===== src/rtl/spi_ctrl_pkg.sv =====
// Shared constants for the Avalon-MM SPI front-end: register map, bit
// positions and sequencer state encoding.
package spi_ctrl_pkg;

    localparam logic [1:0] ADDR_TX     = 2'd0;
    localparam logic [1:0] ADDR_RX     = 2'd1;
    localparam logic [1:0] ADDR_STATUS = 2'd2;
    localparam logic [1:0] ADDR_CTRL   = 2'd3;

    localparam int ST_TX_EMPTY = 16;
    localparam int ST_TX_FULL  = 17;
    localparam int ST_RX_EMPTY = 18;
    localparam int ST_RX_FULL  = 19;
    localparam int ST_BUSY     = 20;
    localparam int ST_TX_OVF   = 24;
    localparam int ST_RX_UNF   = 25;

    localparam int CT_EN     = 8;
    localparam int CT_IE_RX  = 9;
    localparam int CT_IE_TXE = 10;

    // Cycles spent in WAITB without Busy before the word is abandoned
    localparam logic [2:0] WAITB_TIMEOUT = 3'd4;

    typedef enum logic [2:0] {
        S_IDLE  = 3'd0,
        S_LOAD  = 3'd1,
        S_WAITB = 3'd2,
        S_XFER  = 3'd3,
        S_CAPT  = 3'd4
    } seq_state_t;

endpackage


===== src/rtl/spi_avalon_ctrl_fifo.sv =====
// Synchronous FIFO with occupancy count; full/empty derive from the count.
module sync_fifo #(
    parameter int DEPTH = 8,
    parameter int AW    = 3,
    parameter int W     = 32
) (
    input  logic         clk,
    input  logic         rstn,
    input  logic         push,
    input  logic         pop,
    input  logic [W-1:0] wdata,
    output logic [W-1:0] rdata,
    output logic [AW:0]  count,
    output logic         empty,
    output logic         full
);
    localparam logic [AW:0]   DEPTH_C = (AW+1)'(DEPTH);
    localparam logic [AW-1:0] PTR_ONE = AW'(1);
    localparam logic [AW:0]   CNT_ONE = (AW+1)'(1);

    logic [W-1:0]  mem_r [DEPTH];
    logic [AW-1:0] wr_ptr_r;
    logic [AW-1:0] rd_ptr_r;
    logic [AW:0]   count_r;
    logic          do_push_s;
    logic          do_pop_s;

    assign empty     = (count_r == {(AW+1){1'b0}});
    assign full      = (count_r == DEPTH_C);
    assign count     = count_r;
    assign rdata     = mem_r[rd_ptr_r];
    assign do_push_s = push & ~full;
    assign do_pop_s  = pop & ~empty;

    // Storage array, written only on an accepted push
    always_ff @(posedge clk) begin
        if (do_push_s) begin
            mem_r[wr_ptr_r] <= wdata;
        end
    end

    // Pointers and occupancy; pointers wrap naturally at 2**AW
    always_ff @(posedge clk or negedge rstn) begin
        if (!rstn) begin
            wr_ptr_r <= {AW{1'b0}};
            rd_ptr_r <= {AW{1'b0}};
            count_r  <= {(AW+1){1'b0}};
        end else begin
            if (do_push_s) wr_ptr_r <= wr_ptr_r + PTR_ONE;
            if (do_pop_s)  rd_ptr_r <= rd_ptr_r + PTR_ONE;
            case ({do_push_s, do_pop_s})
                2'b10:   count_r <= count_r + CNT_ONE;
                2'b01:   count_r <= count_r - CNT_ONE;
                default: count_r <= count_r;
            endcase
        end
    end

endmodule


===== src/rtl/spi_avalon_ctrl.sv =====
// Avalon-MM slave that queues 32-bit SPI words, sequences the SPI master one
// word at a time and collects received words for the CPU.
module spi_avalon_ctrl
    import spi_ctrl_pkg::*;
#(
    parameter int         DEPTH   = 8,
    parameter int         AW      = 3,
    parameter logic [7:0] DIV_RST = 8'h04
) (
    input  logic        clk,
    input  logic        rstn,
    input  logic [1:0]  avs_address,
    input  logic        avs_write,
    input  logic [31:0] avs_writedata,
    input  logic        avs_read,
    output logic [31:0] avs_readdata,
    output logic        irq,
    output logic        spi_start,
    output logic [31:0] spi_data_in,
    output logic [7:0]  spi_clock_div,
    input  logic        spi_busy,
    input  logic [31:0] spi_data_out
);
    localparam logic [AW+1:0] DEPTH_W = (AW+2)'(DEPTH);

    seq_state_t  state_r, state_next_s;
    logic [2:0]  wcnt_r;
    logic [7:0]  div_r;
    logic        en_r, ie_rx_r, ie_txe_r;
    logic        tx_ovf_r, rx_unf_r;

    logic        wr_tx_s, wr_status_s, wr_ctrl_s, rd_rx_s;
    logic        go_load_s, rx_push_s, inflight_s, room_s;
    logic [31:0] tx_rdata_s, rx_rdata_s, status_s, ctrl_s, rd_mux_s;
    logic [AW:0] tx_count_s, rx_count_s;
    logic        tx_empty_s, tx_full_s, rx_empty_s, rx_full_s;

    assign wr_tx_s     = avs_write && (avs_address == ADDR_TX);
    assign wr_status_s = avs_write && (avs_address == ADDR_STATUS);
    assign wr_ctrl_s   = avs_write && (avs_address == ADDR_CTRL);
    assign rd_rx_s     = avs_read  && (avs_address == ADDR_RX);

    sync_fifo #(.DEPTH(DEPTH), .AW(AW), .W(32)) u_tx_fifo (
        .clk(clk), .rstn(rstn), .push(wr_tx_s), .pop(go_load_s),
        .wdata(avs_writedata), .rdata(tx_rdata_s), .count(tx_count_s),
        .empty(tx_empty_s), .full(tx_full_s)
    );

    sync_fifo #(.DEPTH(DEPTH), .AW(AW), .W(32)) u_rx_fifo (
        .clk(clk), .rstn(rstn), .push(rx_push_s), .pop(rd_rx_s),
        .wdata(spi_data_out), .rdata(rx_rdata_s), .count(rx_count_s),
        .empty(rx_empty_s), .full(rx_full_s)
    );

    // A word is only launched when its RX slot is already guaranteed
    assign inflight_s = (state_r != S_IDLE);
    assign room_s = (({1'b0, rx_count_s} + {{(AW+1){1'b0}}, inflight_s}) < DEPTH_W);

    // Sequencer next-state and per-state strobes
    always_comb begin
        state_next_s = state_r;
        go_load_s    = 1'b0;
        rx_push_s    = 1'b0;
        case (state_r)
            S_IDLE: begin
                if (en_r && !tx_empty_s && room_s) begin
                    state_next_s = S_LOAD;
                    go_load_s    = 1'b1;
                end else begin
                    state_next_s = S_IDLE;
                end
            end
            S_LOAD: state_next_s = S_WAITB;
            S_WAITB: begin
                if (spi_busy) begin
                    state_next_s = S_XFER;
                end else if (wcnt_r == (WAITB_TIMEOUT - 3'd1)) begin
                    state_next_s = S_IDLE;
                end else begin
                    state_next_s = S_WAITB;
                end
            end
            S_XFER: begin
                if (!spi_busy) begin
                    state_next_s = S_CAPT;
                end else begin
                    state_next_s = S_XFER;
                end
            end
            S_CAPT: begin
                rx_push_s    = 1'b1;
                state_next_s = S_IDLE;
            end
            default: state_next_s = S_IDLE;
        endcase
    end

    // Sequencer state, WAITB timer and SPI master drive
    always_ff @(posedge clk or negedge rstn) begin
        if (!rstn) begin
            state_r       <= S_IDLE;
            wcnt_r        <= 3'd0;
            spi_start     <= 1'b0;
            spi_data_in   <= 32'd0;
            spi_clock_div <= DIV_RST;
        end else begin
            state_r   <= state_next_s;
            wcnt_r    <= (state_r == S_WAITB) ? (wcnt_r + 3'd1) : 3'd0;
            // Start is registered so it coincides with the LOAD cycle
            spi_start <= go_load_s;
            if (go_load_s) begin
                spi_data_in   <= tx_rdata_s;
                spi_clock_div <= div_r;
            end
        end
    end

    // Control register and sticky error flags (a new error wins over W1C)
    always_ff @(posedge clk or negedge rstn) begin
        if (!rstn) begin
            div_r    <= DIV_RST;
            en_r     <= 1'b0;
            ie_rx_r  <= 1'b0;
            ie_txe_r <= 1'b0;
            tx_ovf_r <= 1'b0;
            rx_unf_r <= 1'b0;
        end else begin
            if (wr_ctrl_s) begin
                div_r    <= avs_writedata[7:0];
                en_r     <= avs_writedata[CT_EN];
                ie_rx_r  <= avs_writedata[CT_IE_RX];
                ie_txe_r <= avs_writedata[CT_IE_TXE];
            end
            if (wr_tx_s && tx_full_s) begin
                tx_ovf_r <= 1'b1;
            end else if (wr_status_s && avs_writedata[ST_TX_OVF]) begin
                tx_ovf_r <= 1'b0;
            end
            if (rd_rx_s && rx_empty_s) begin
                rx_unf_r <= 1'b1;
            end else if (wr_status_s && avs_writedata[ST_RX_UNF]) begin
                rx_unf_r <= 1'b0;
            end
        end
    end

    // Readback words assembled from current (pre-write) register values
    always_comb begin
        status_s = 32'd0;
        status_s[7:0]       = 8'(tx_count_s);
        status_s[15:8]      = 8'(rx_count_s);
        status_s[ST_TX_EMPTY] = tx_empty_s;
        status_s[ST_TX_FULL]  = tx_full_s;
        status_s[ST_RX_EMPTY] = rx_empty_s;
        status_s[ST_RX_FULL]  = rx_full_s;
        status_s[ST_BUSY]     = inflight_s;
        status_s[ST_TX_OVF]   = tx_ovf_r;
        status_s[ST_RX_UNF]   = rx_unf_r;
        ctrl_s = 32'd0;
        ctrl_s[7:0]        = div_r;
        ctrl_s[CT_EN]      = en_r;
        ctrl_s[CT_IE_RX]   = ie_rx_r;
        ctrl_s[CT_IE_TXE]  = ie_txe_r;
        case (avs_address)
            ADDR_RX:     rd_mux_s = rx_empty_s ? 32'd0 : rx_rdata_s;
            ADDR_STATUS: rd_mux_s = status_s;
            ADDR_CTRL:   rd_mux_s = ctrl_s;
            default:     rd_mux_s = 32'd0;
        endcase
    end

    // Registered read data and level interrupt
    always_ff @(posedge clk or negedge rstn) begin
        if (!rstn) begin
            avs_readdata <= 32'd0;
            irq          <= 1'b0;
        end else begin
            if (avs_read) avs_readdata <= rd_mux_s;
            irq <= (ie_rx_r & ~rx_empty_s) | (ie_txe_r & tx_empty_s & ~inflight_s);
        end
    end

endmodule


===== config.mk =====
export PLATFORM = sky130hd
export DESIGN_NAME = spi_avalon_ctrl
export DESIGN_NICKNAME = d
export VERILOG_FILES = /design/src/rtl/spi_ctrl_pkg.sv /design/src/rtl/spi_avalon_ctrl_fifo.sv /design/src/rtl/spi_avalon_ctrl.sv
export SDC_FILE = /design/constraint.sdc
export NUM_CORES = 1
export LEC_CHECK = 0
export CAP_MARGIN = 20
export CORE_UTILIZATION = 33
export CTS_BUF_LIST = sky130_fd_sc_hd__clkbuf_4 sky130_fd_sc_hd__clkbuf_8
export DETAILED_ROUTE_END_ITERATION = 8
export PLACE_DENSITY_LB_ADDON = 0.08
export SLEW_MARGIN = 15
export SYNTH_ARGS = -nofsm -noshare
export SYNTH_HDL_FRONTEND = slang
export SYNTH_SLANG_ARGS = --single-unit

===== constraint.sdc =====
create_clock -name clk -period 11.2 [get_ports clk]
set_clock_uncertainty 0.15 [all_clocks]
set_input_delay 2.24 -clock clk [delete_from_list [all_inputs] [get_ports clk]]
set_output_delay 2.24 -clock clk [all_outputs]
set_load 0.02 [all_outputs]

; After elaboration in Yosys (flattened, before gate mapping)
; Memory sizes are Yosys's and may differ from the RTL's. A register that Yosys moved wholly into a read port is not among the register bits.
; Cells that the tools add are included.
[totals]
romBits = 0
reg_bits = 81
latch_bits = 0
mem_bits_rw = 512
in_bits = 71
word_cells = 100
n_memories = 2
output_inout_bits = 74
[memory_table]
columns = memory, words, word_bits, rd, rd_ports_with_merged_regs, write_ports, line_no
row1 = u_rx_fifo.mem_r, 8, 32, 1, 0, 1, spi_avalon_ctrl_fifo.sv:21  ; logic [W-1:0] mem_r [DEPTH];
row2 = u_tx_fifo.mem_r, 8, 32, 1, 1, 1, spi_avalon_ctrl_fifo.sv:21
[op_classes]
reduce_logical = 21
multipliers = 0
n_lt_le_gt_ge = 1
n_eq_ne = 14
n_mux = 21
div = 0
shifts = 0
bitwise = 13
addsub = 10
[op_table]
columns = op, n
row1 = $pmux 32 s3, 1
row2 = $mux 32, 1
row3 = $pmux 4 s2, 2
row4 = $add 3x1->3 const B, 5
row5 = $mux 1, 12
row6 = $pmux 3 s4, 1
row7 = $logic_and 1x1->1, 10
row8 = $eq 3x2->1 const B, 3
row9 = $add 4x1->4 const B, 2
row10 = $eq 2x2->1 const B, 4
row11 = $eq 4x4->1 const B, 2
row12 = $logic_not 4->1, 2
row13 = $reduce_bool 2->1, 4
row14 = $sub 4x1->4 const B, 2
row15 = $and 1x1->1, 7
row16 = $eq 2x1->1 const B, 3
row17 = $mux 3, 2
row18 = $add 4x1->5, 1
row19 = $lt 5x4->1 const B, 1
row20 = $not 1->1, 5
row21 = $mux 2, 2
row22 = $eq 3x1->1 const B, 1
row23 = $eq 3x3->1 const B, 1
row24 = $logic_not 3->1, 1
row25 = other kinds (4), 5

; Depth between registers and ports, before layout
; Gate-level depths: netlist of run 1.
[depth]
depth_word = 9
depth_mapped = 10
depth_no_buf = 9

; By module
; Synthesis of run 1 repeated with hierarchy kept, for this count alone.
[hier_totals]
cells_unflattened = 1178
area_unflattened_um2 = 24636.1
[modules_own_cells]
columns = module, instances, area_per_inst_um2, seq_area_each_um2, cells_per_inst
row1 = sync_fifo, 2, 10348.7, 7937.6, 437
row2 = spi_avalon_ctrl, 1, 3938.8, 2329.7, 304

; Worst setup path after synthesis of run 1
; Ideal clock, no wire load.
[synth_timing]
path_type = input -> register
from = input avs_address[0]
to = memory u_tx_fifo.mem_r[0][0] (enable)
n_path_buf = 1
setup_ns = 0.501
setup_slack_ns = 4.478
cell_stages = 5
arrival_ns = 6.071
required_time_ns = 10.549
path_cell_list = buf_2 -> nand2b_1 -> nor3_1 -> inv_2 -> nor4_1
[synth_between]
elab_chain_cells = 5
[synth_rtl]
columns = element, line_no
row1 = from (decl), spi_avalon_ctrl.sv:12  ; input logic [1:0] avs_address,
row2 = $logic_not 2->1, spi_avalon_ctrl.sv:38  ; assign wr_tx_s = avs_write && (avs_address == ADDR_TX);
row3 = $logic_and 1x1->1, spi_avalon_ctrl.sv:38
row4 = $and 1x1->1, spi_avalon_ctrl_fifo.sv:32  ; assign do_push_s = push & ~full;
row5 = $mux 1, spi_avalon_ctrl_fifo.sv:37  ; if (do_push_s) begin
row6 = $mux 1 (not written as such), spi_avalon_ctrl_fifo.sv:38  ; mem_r[wr_ptr_r] <= wdata;
row7 = to (decl), spi_avalon_ctrl_fifo.sv:21
; Every way passes these cells.

; Final worst setup path of run 1
[layout_timing]
from = input avs_address[1]
to = register u_rx_fifo.count_r[3] (netlist: u_rx_fifo.count[3])
[layout_between]
elab_chain_cells = 5
elab_cells_between_ends = 7
cone_classes = eq/ne: 3 / mux: 1 / bitwise: 1 / reduce/logical: 2
[layout_rtl]
columns = element, line_no
row1 = $eq 2x1->1 *, spi_avalon_ctrl.sv:41  ; assign rd_rx_s = avs_read && (avs_address == ADDR_RX);
row2 = $logic_and 1x1->1 *, spi_avalon_ctrl.sv:41
row3 = $and 1x1->1 *, spi_avalon_ctrl_fifo.sv:33  ; assign do_pop_s = pop & ~empty;
row4 = $eq 2x1->1 / $eq 2x2->1 (equally long branches), spi_avalon_ctrl_fifo.sv:51  ; case ({do_push_s, do_pop_s})
row5 = $pmux 4 s2 / $reduce_bool 2->1 (equally long branches), --
row6 = to (signal assigned), spi_avalon_ctrl_fifo.sv:52  ; 2'b10: count_r <= count_r + CNT_ONE;
row7 = to (signal assigned), spi_avalon_ctrl_fifo.sv:53  ; 2'b01: count_r <= count_r - CNT_ONE;
row8 = to (signal assigned), spi_avalon_ctrl_fifo.sv:54  ; default: count_r <= count_r;
row9 = to (decl), spi_avalon_ctrl_fifo.sv:24  ; logic [AW:0] count_r;
; Mark *: on every way between the ends. The rest lies on a longest branch, timed or not.
; A chain may end at the register's enable or synchronous reset.

==> metrics, run 1 <==
worst slew pin tran approximately 0.92 ns; CP Class input pin to flop; clk_lat worst skew 0.70 ns; DRC errors left 0; Avg Inst Size Synth 19.1 sq um; fin crit share 0.423; Post-synth top cells edfxtp_1 (512), dfrtp_1 (111), mux4_2 (106); wire per inst approximately 22 um; vias in the first global route between 10000 and 15000; Area Growth Syn to Fin 20.0%; post-synth cell types 55; GRT Total Usage 0.155; htree depth 3; largest cells by area after synthesis edfxtp_1 (64%), dfrtp_1 (12%), mux4_2 (9.9%); Port Buf Inserts between 100 and 150; Leak Pwr about 10 nW; worst reg2reg endpoint u_tx_fifo.count[3]; CTS tree built; GP Congestion about 0.74; antenna violations before repair 2; drt first pass iters 4; fin crit period ~4.7 ns; Site Rows 98; Peak VDD IR roughly 0.11 mV; Yosys warning total 0; share of layout cells above drive strength 1 0.245; Yosys top cell area share 0.637; f_max approximately 0.21 GHz; top-count cell post-synth edfxtp_1; status complete, no violations; Layout Nets approximately 1600; worst hold path stage count 1; Crit. End Element flop; syn nets around 1400; clock sinks around 630; Via Count ~12000; placed instance area around 27000 sq um; Worst EP required about 12 ns; r2r setup slk approximately 8 ns; Clock Path Buffers 3; Post-synth top flop edfxtp_1; Post-synth EDFFs roughly 510; PD cells 229 nW/um^2; crit path launch type input pin; Critical R2R Launch state_r[1]; Pins Over Slew Limit 0; CP max FO 14; hold_sp wcnt_r[0]; Cell Area, Synth approximately 24000 sq um; die area between 70000 and 80000 sq um; Seq/Total Area, Yosys 0.754; Setup TNS 0 ns; FFs w/ async S/R, synth 0.181; Data arrival, critical path a little over 5 ns; CTS resizes 0; WHS Endpoint wcnt_r[0]; Hold Vio Cnt, Final 0; Synth area leader edfxtp_1; Die Y between 200 and 300 um; RSZ-0062 raised after global routing false; drt first-iter violations roughly 680; Initial Utilization 0.335; number of setup buffers added after CTS 0; worst reg-to-reg path cell count 8; # fillers between 6000 and 7000; pin count of the biggest net entering global routing between 70 and 80; grt ovf 0; hold-fix buffers at CTS 0; die width 272 um; Num CTS Buffers 108; Clk pin slew, worst setup/hold paths 0.07 ns; final setup fails 0; Detail Route Antenna Nets 0; Root Buffer Master clkbuf_8; first-pass GRT wire length 84.7 mm; fin cells about 2500; Worst slew margin 0.384; core area just over 70000 sq um; placed insts 2326; IO Count approximately 150; HPWL Detailed between 30 and 40 mm; FF+latch count, synth about 630; max_cap viols 0; drt total wl about 57 mm; vias per cell 4.78; post-synthesis cell count around 1300; worst min-delay path class flop to flop; Design Area, Final 29000 sq um
[how the worst max path moves through the flow]
| stage | start | end | slack, ns | cells after the start |
|---|---|---|---|---|
| 6_report | avs_address[1] | u_rx_fifo.count[3] | 6.46 | 8 |
| 5_1_grt | avs_address[1] | u_rx_fifo.count[3] | 6.18 | 8 |
| 4_1_cts | avs_address[1] | u_rx_fifo.count[3] | 6.51 | 8 |
| 3_5_place_dp | avs_address[1] | u_rx_fifo.count[3] | 5.74 | 8 |
| 3_3_place_gp | avs_address[1] | u_rx_fifo.count[3] | 5.38 | 8 |
| 2_1_floorplan | avs_address[0] | u_tx_fifo.mem_r[0][0] | 4.48 | 5 |
[per-stage QoR]
step                worst slack, ns  total power, mW  hold slack, ns  utilization
finish                         6.46             6.63           0.278        0.402
global route                   6.18             6.98           0.324        0.402
CTS                            6.51             6.76           0.280        0.402
detailed placement             5.74             4.66           0.272        0.372
global placement               5.38             4.65           0.269        0.372
floorplan                      4.48             4.06           0.258            -
[worst max-delay path, stage by stage]
cell and delay [ns]:
clkdlybuf4s50_1 0.65, nand2b_1 0.34, nor2_1 0.59, ha_1 0.41, ha_1 0.28, a21oi_1 0.22
o21ai_0 0.13, o311ai_0 0.31
[routing by layer]
| layer | track usage | routed length (um) | part of all wire | vias up |
|---|---|---|---|---|
| met5 | 0 | 12 | 0.00021 | - |
| met4 | 0.0429 | 1240 | 0.022 | 2 |
| met3 | 0.0378 | 2380 | 0.042 | 95 |
| met2 | 0.255 | 27800 | 0.49 | 222 |
| met1 | 0.205 | 25600 | 0.45 | 6305 |
| li1 | - | - | - | 5476 |
[registers in the layout, summed over array words and instances, names as in the netlist, 3 cells and up]
register,cells
div_r,8
avs_readdata,32
u_rx_fifo.wr_ptr_r,3
u_tx_fifo.rd_ptr_r,3
u_rx_fifo.count,4
wcnt_r,3
u_rx_fifo.mem_r,256
u_rx_fifo.rd_ptr_r,3
spi_clock_div,8
u_tx_fifo.mem_r,256
u_tx_fifo.count,4
u_tx_fifo.wr_ptr_r,3
spi_data_in,32
state_r,3
[power breakdown]
part | switching, mW | total, mW | internal (mW)
Clock | 0.927 | 2.06 | 1.13
Combinational | 0.840 | 1.62 | 0.781
Sequential | 0.228 | 2.95 | 2.72
Total | 1.99 | 6.63 | 4.64
[logic make-up after synthesis]
logic type / count (synthesis) / share of synthesized area
buf+inv: 101 / 0.0208
compound gates: 124 / 0.0348
simple gates: 185 / 0.0378
mux: 204 / 0.140
flops: 625 / 0.754
xor+xnor: 12 / 0.00435
fa+ha+maj: 14 / 0.00788
[layout make-up]
cell class	instances	area, sq um	area share
repair buffers	177	1690	0.0583
inverters	37	139	0.00479
well taps	950	1190	0.0410
clock inverters	42	210	0.00726
flip-flops and latches	625	18200	0.629
multi-input cells	539	5540	0.191
clock buffers	162	1980	0.0683
diodes	2	5.00	0.000173
[cells in the final DEF (no fill, tap or decap), types with 4 or more instances in the layout]
cell type        netlist  final
o21ai_0               17     17
nor2b_1                5      5
nor3_2                 1     11
nand2_1               85     85
a22oi_1               42     42
o21ai_1               35     35
ha_1                  12     12
a21oi_1                4      4
mux4_2               106    106
clkinv_1               1     23
buf_4                 13     32
o21ai_2               10     10
o221ai_1               7      7
clkinv_2               0     15
nor2_4                 0      6
nand2b_1              12     12
nand3_1               23     23
xnor2_1                9      9
clkdlybuf4s50_1        0    142
edfxtp_1             512    512
mux2_2                12     12
dfrtp_1              111    106
nor2_1                15      9
clkbuf_4               0     40
mux2i_1               86     86
clkbuf_8               0    122
inv_1                 33     33
nand2_2               10     10
Note: power is estimated with default switching activity, not from simulation.
==> run 2, diff against run 1 <==
clock period = 4.65 ns   (was 11.2 ns; I/O delays follow)
==> run 2 against run 1 <==
Wire length decreased by 1.6%. Critical path type is now flop to flop. Combinational power increased by 130%. Clock power increased by 140%. First-iteration DRC count increased by 7.0%.
==> metrics, run 2 (synthesis results as in run 1) <==
status complete, no violations; first-pass GRT wire length 83.6 mm; die area 74200 sq um; placed insts between 2000 and 2500; register share of total power 0.455; fin cells between 2000 and 3000; Initial Utilization 0.335; CP max stage cell dfrtp_1; die width between 200 and 300 um; fin crit share 0.681; Clock Path Buffers 3; Worst EP required slightly above 5 ns; crit path launch type flop; worst min-delay path class input pin to asynchronous set/reset pin; antenna violations before repair 1; Hold Slack around 0.16 ns; # fillers 6503; CP Class flop to flop; Data arrival, critical path between 3 and 4 ns; Setup TNS 0 ns; most common cell after layout, fill and taps aside edfxtp_1; max_cap viols 0; Die Y about 270 um; Pins Over Slew Limit 0; CTS tree built; share of layout cells above drive strength 1 0.249; most frequent cells in the layout edfxtp_1 (512), clkdlybuf4s50_1 (142), clkbuf_8 (121), mux4_2 (106), dfrtp_1 (106); Clk pin slew, worst setup/hold paths roughly 0.060 ns; clk_lat worst skew roughly 0.7 ns; Worst slew margin 0.308; Hold Vio Cnt, Final 0; PD cells about 550 nW/um^2; vias in the first global route approximately 13000; Port Buf Inserts ~140; grt ovf 0; Largest regs u_rx_fifo.mem_r x256, u_tx_fifo.mem_r x256; FF+latch area between 15000 and 20000 sq um; wire per inst 22.0 um; vias per cell roughly 4.8; final setup fails 0; Core Util, Final 0.404; hold-fix buffers at CTS 0; drt total wl roughly 56 mm; number of setup buffers added after CTS 0; Root Buffer Master clkbuf_8; Leak Pwr ~10 nW; Worst path most repeated cell ha_1; drt first pass iters 4; DRC errors left 0; Via Count around 12000; Layout Nets 1584; sw frac 0.297; Area Growth Syn to Fin 20.5%; Detail Route Antenna Nets 0; Crit. End Element flop; HPWL Detailed around 32 mm; htree depth 3; f_max roughly 0.32 GHz; Num CTS Buffers 110; GRT Total Usage 0.152; drt first-iter violations approximately 720; Peak VDD IR 0.240 mV; Pint between 10 and 15 mW; pin count of the biggest net entering global routing 81; Site Rows a little under 100; worst slew pin tran between 1 and 1.5 ns; GP Congestion roughly 0.7; RSZ-0062 raised after global routing false; core area approximately 72000 sq um; combinational power share 0.233; CP max FO 8; worst-path cell chain nor3b_1, nor2b_1, clkinv_1, ha_1, ha_1, a21oi_1, o21ai_0, o311ai_0; CP max stage delay approximately 0.44 ns; IO Count roughly 150; Multi-input gate area roughly 5600 sq um; net switching power ~4.8 mW; share of total power in the clock network 0.312; clock sinks approximately 630; CTS resizes 0; fin crit period roughly 3.2 ns
[run 2: path summary, 6_finish.rpt]
path,startpoint,endpoint,slack [ns],cells past startpoint
max,state_r[1],u_rx_fifo.count[3],1.48,8
min,rstn,spi_data_in[29],0.16,1
max reg2reg,state_r[1],u_rx_fifo.count[3],1.48,8
min reg2reg,wcnt_r[0],wcnt_r[0],0.28,1
max in group asynchronous,rstn,avs_readdata[26],3.28,2
min in group clk,wcnt_r[0],wcnt_r[0],0.28,1
[run 2: per-layer routing]
layer	global-route usage	up-vias	wire, um	part of all wire
met2	0.255	241	27800	0.50
li1	-	5503	-	-
met4	0.0516	0	1390	0.025
met5	0	-	0	0
met1	0.197	6287	24700	0.44
met3	0.0313	104	2190	0.039
[run 2: power by group through the flow]
stage                     logic [mW]  clock network (mW)  registers [mW]
final                           3.73                5.01            7.30
after global routing            4.06                5.43            7.41
after CTS                       3.83                5.20            7.34
after detailed placement        3.83                   0            7.45
after global placement          3.80                   0            7.44
after floorplan                 2.58                   0            7.21
[run 2: cell type report]
| class | count | area share |
|---|---|---|
| diodes | 1 | 0.0000860 |
| flip-flops and latches | 625 | 0.626 |
| clock buffers | 169 | 0.0696 |
| repair buffers | 186 | 0.0607 |
| well taps | 950 | 0.0409 |
| multi-input cells | 539 | 0.191 |
| clock inverters | 36 | 0.00654 |
| inverters | 37 | 0.00477 |
[run 2: per-stage QoR]
step | setup WS [ns] | instance area (sq um) | power [mW]
final | 1.48 | 29100 | 16.0
after global routing | 1.17 | 29100 | 16.9
after CTS | 1.51 | 29100 | 16.4
after detailed placement | 0.842 | 26900 | 11.3
after global placement | 0.977 | 26900 | 11.2
after floorplan | 0.0781 | 24200 | 9.79
[run 2: worst max-delay path: cells and delay by family (launching register included)]
family	cells	cell delay (ns)
buf+inv	1	0.44
compound gates	3	0.67
fa+ha+maj	2	0.73
simple gates	2	0.64
flops	1	0.44
==> run 3, diff against run 2 <==
clock period = 2.8 ns   (was 4.65 ns; I/O delays follow)
==> run 3 against run 2 <==
Clock power rose by 66%. Cell count rose by 1.6%. Utilization rose by 0.96 points. Fmax rose by 24%. Combinational power rose by 90%. Via count rose by 2.2%. Setup slack got worse by 1.2 ns. Critical path type unchanged. Register-to-register slack got worse by 1.2 ns. First-iteration DRC count fell by 4.3%. Final area rose by 2.4%. Sequential share of layout area fell by 1.5 points. Largest cell class unchanged. Largest power group unchanged. Power rose by 69%.
==> metrics, run 3 (synthesis results as in run 1) <==
PD cells approximately 910 nW/um^2; worst slew pin tran roughly 0.84 ns; drt first-iter violations 692; final setup fails 0; grt ovf 0; Die Y about 270 um; core area about 70000 sq um; placed insts 2380; fin crit share 0.914; Num CTS Buffers between 100 and 150; Worst EP required 3.21 ns; Data arrival, critical path just under 3 ns; Worst path most repeated cell ha_1; most common cell after layout, fill and taps aside edfxtp_1; Multi-input gate area ~5600 sq um; pin count of the biggest net entering global routing 77; share of layout cells above drive strength 1 0.277; DP Worst Slack -0.326 ns; max_cap viols 0; Worst Setup Slack, final about 0.24 ns; most frequent cells in the layout edfxtp_1 (512), clkdlybuf4s50_1 (142), clkbuf_8 (119), mux4_2 (106), dfrtp_1 (106); drt first pass iters 4; clk_lat worst skew 0.70 ns; Hold Vio Cnt, Final 0; # fillers 6401; drt total wl 58.1 mm; status complete, no violations; Clk pin slew, worst setup/hold paths about 0.060 ns; Core Util, Final 0.414; die area 74200 sq um; Peak VDD IR ~0.38 mV; crit path launch type flop; GP Congestion between 0.7 and 0.8; wire per inst 22.5 um; vias per cell between 4 and 5; HPWL Detailed roughly 35 mm; die width 272 um; clock sinks around 630; CP Class flop to flop; Site Rows 98; Setup TNS 0 ns; Pins Over Slew Limit 0; CP max stage delay slightly below 0.6 ns; Crit. End Element flop; Area Growth Syn to Fin 23.4%; r2r setup slk approximately 0.24 ns; Worst slew margin 0.439; fin crit period roughly 2.6 ns; vias in the first global route around 13000; Via Count about 12000; FF+latch area about 18000 sq um; CP max FO 3; GRT Total Usage 0.160; CTS tree built; worst reg2reg endpoint u_tx_fifo.count[3]; antenna violations before repair 3; Critical R2R Launch u_tx_fifo.count[3]; Layout Nets about 1600; fin cells 2583; Port Buf Inserts between 100 and 150; htree depth 3; worst min-delay path class input pin to asynchronous set/reset pin; CP max stage cell or4_4; Largest regs u_rx_fifo.mem_r x256, u_tx_fifo.mem_r x256; worst reg-to-reg path cell count 9; worst-path cell chain or4_4, nand4b_4, inv_2, ha_1, ha_1, inv_1, nor4_1, nand4b_1, o311ai_0; Leak Pwr between 10 and 15 nW; f_max 0.391 GHz; Root Buffer Master clkbuf_8; Detail Route Antenna Nets 0; Initial Utilization 0.335; Clock Path Buffers 3; DRC errors left 0; first-pass GRT wire length 87.7 mm; IO Count around 150
-- run 3: worst max path at each step --
stage	start	end	slack, ns
final	u_tx_fifo.count[3]	u_tx_fifo.count[3]	0.24
after detailed placement	avs_address[0]	u_rx_fifo.count[3]	-0.33
after CTS	state_r[1]	u_rx_fifo.count[3]	0.14
after global placement	avs_write	u_tx_fifo.count[3]	-0.18
after global routing	u_rx_fifo.count[2]	u_rx_fifo.count[3]	-0.01
after floorplan	avs_address[0]	u_tx_fifo.mem_r[7][0]	-0.35
-- run 3: power breakdown --
part	internal, mW	switching [mW]
Combinational	3.45	3.64
Clock	4.63	3.67
Sequential	10.9	0.856
Total	19.0	8.17
-- run 3: repair_timing --
action                                 CTS  global route
endpoints found under the hold margin   35             0
setup endpoints to repair                0             2
hold buffers                             1             0
buffers inserted                         0             0
resized for setup                        0             3
-- run 3: critical path: cells and delay by family (launching register included) --
kind / cells / cell delay, ns
and+or+nand+nor: 4 / 1.13
adders and majority gates: 2 / 0.52
DFF: 1 / 0.39
AOI/OAI and AO/OA: 1 / 0.12
buffers and inverters: 2 / 0.10
-- run 3: layout make-up --
class,count,share of cell area
Antenna cell,2,0.000168
Inverter,37,0.00466
Timing Repair Buffer,230,0.0805
Clock inverter,26,0.00500
Sequential cell,625,0.612
Tap cell,950,0.0399
Clock buffer,174,0.0689
Multi-Input combinational cell,539,0.189
-- run 3: metrics by stage --
stage | total power, mW | hold WS, ns | area, sq um
after CTS | 27.7 | 0.200 | 29800
after global placement | 19.2 | 0.271 | 27600
after global routing | 28.6 | 0.221 | 29800
after detailed placement | 19.2 | 0.316 | 27600
after floorplan | 16.3 | 0.114 | 24300
final | 27.1 | 0.232 | 29800
-- run 3: layer usage --
| layer | up-vias | routed length, um | GRT usage |
|---|---|---|---|
| met5 | - | 13 | 0 |
| met4 | 2 | 1520 | 0.0532 |
| met3 | 120 | 1880 | 0.0294 |
| met2 | 236 | 28800 | 0.264 |
| met1 | 6463 | 25900 | 0.213 |
| li1 | 5583 | - | - |
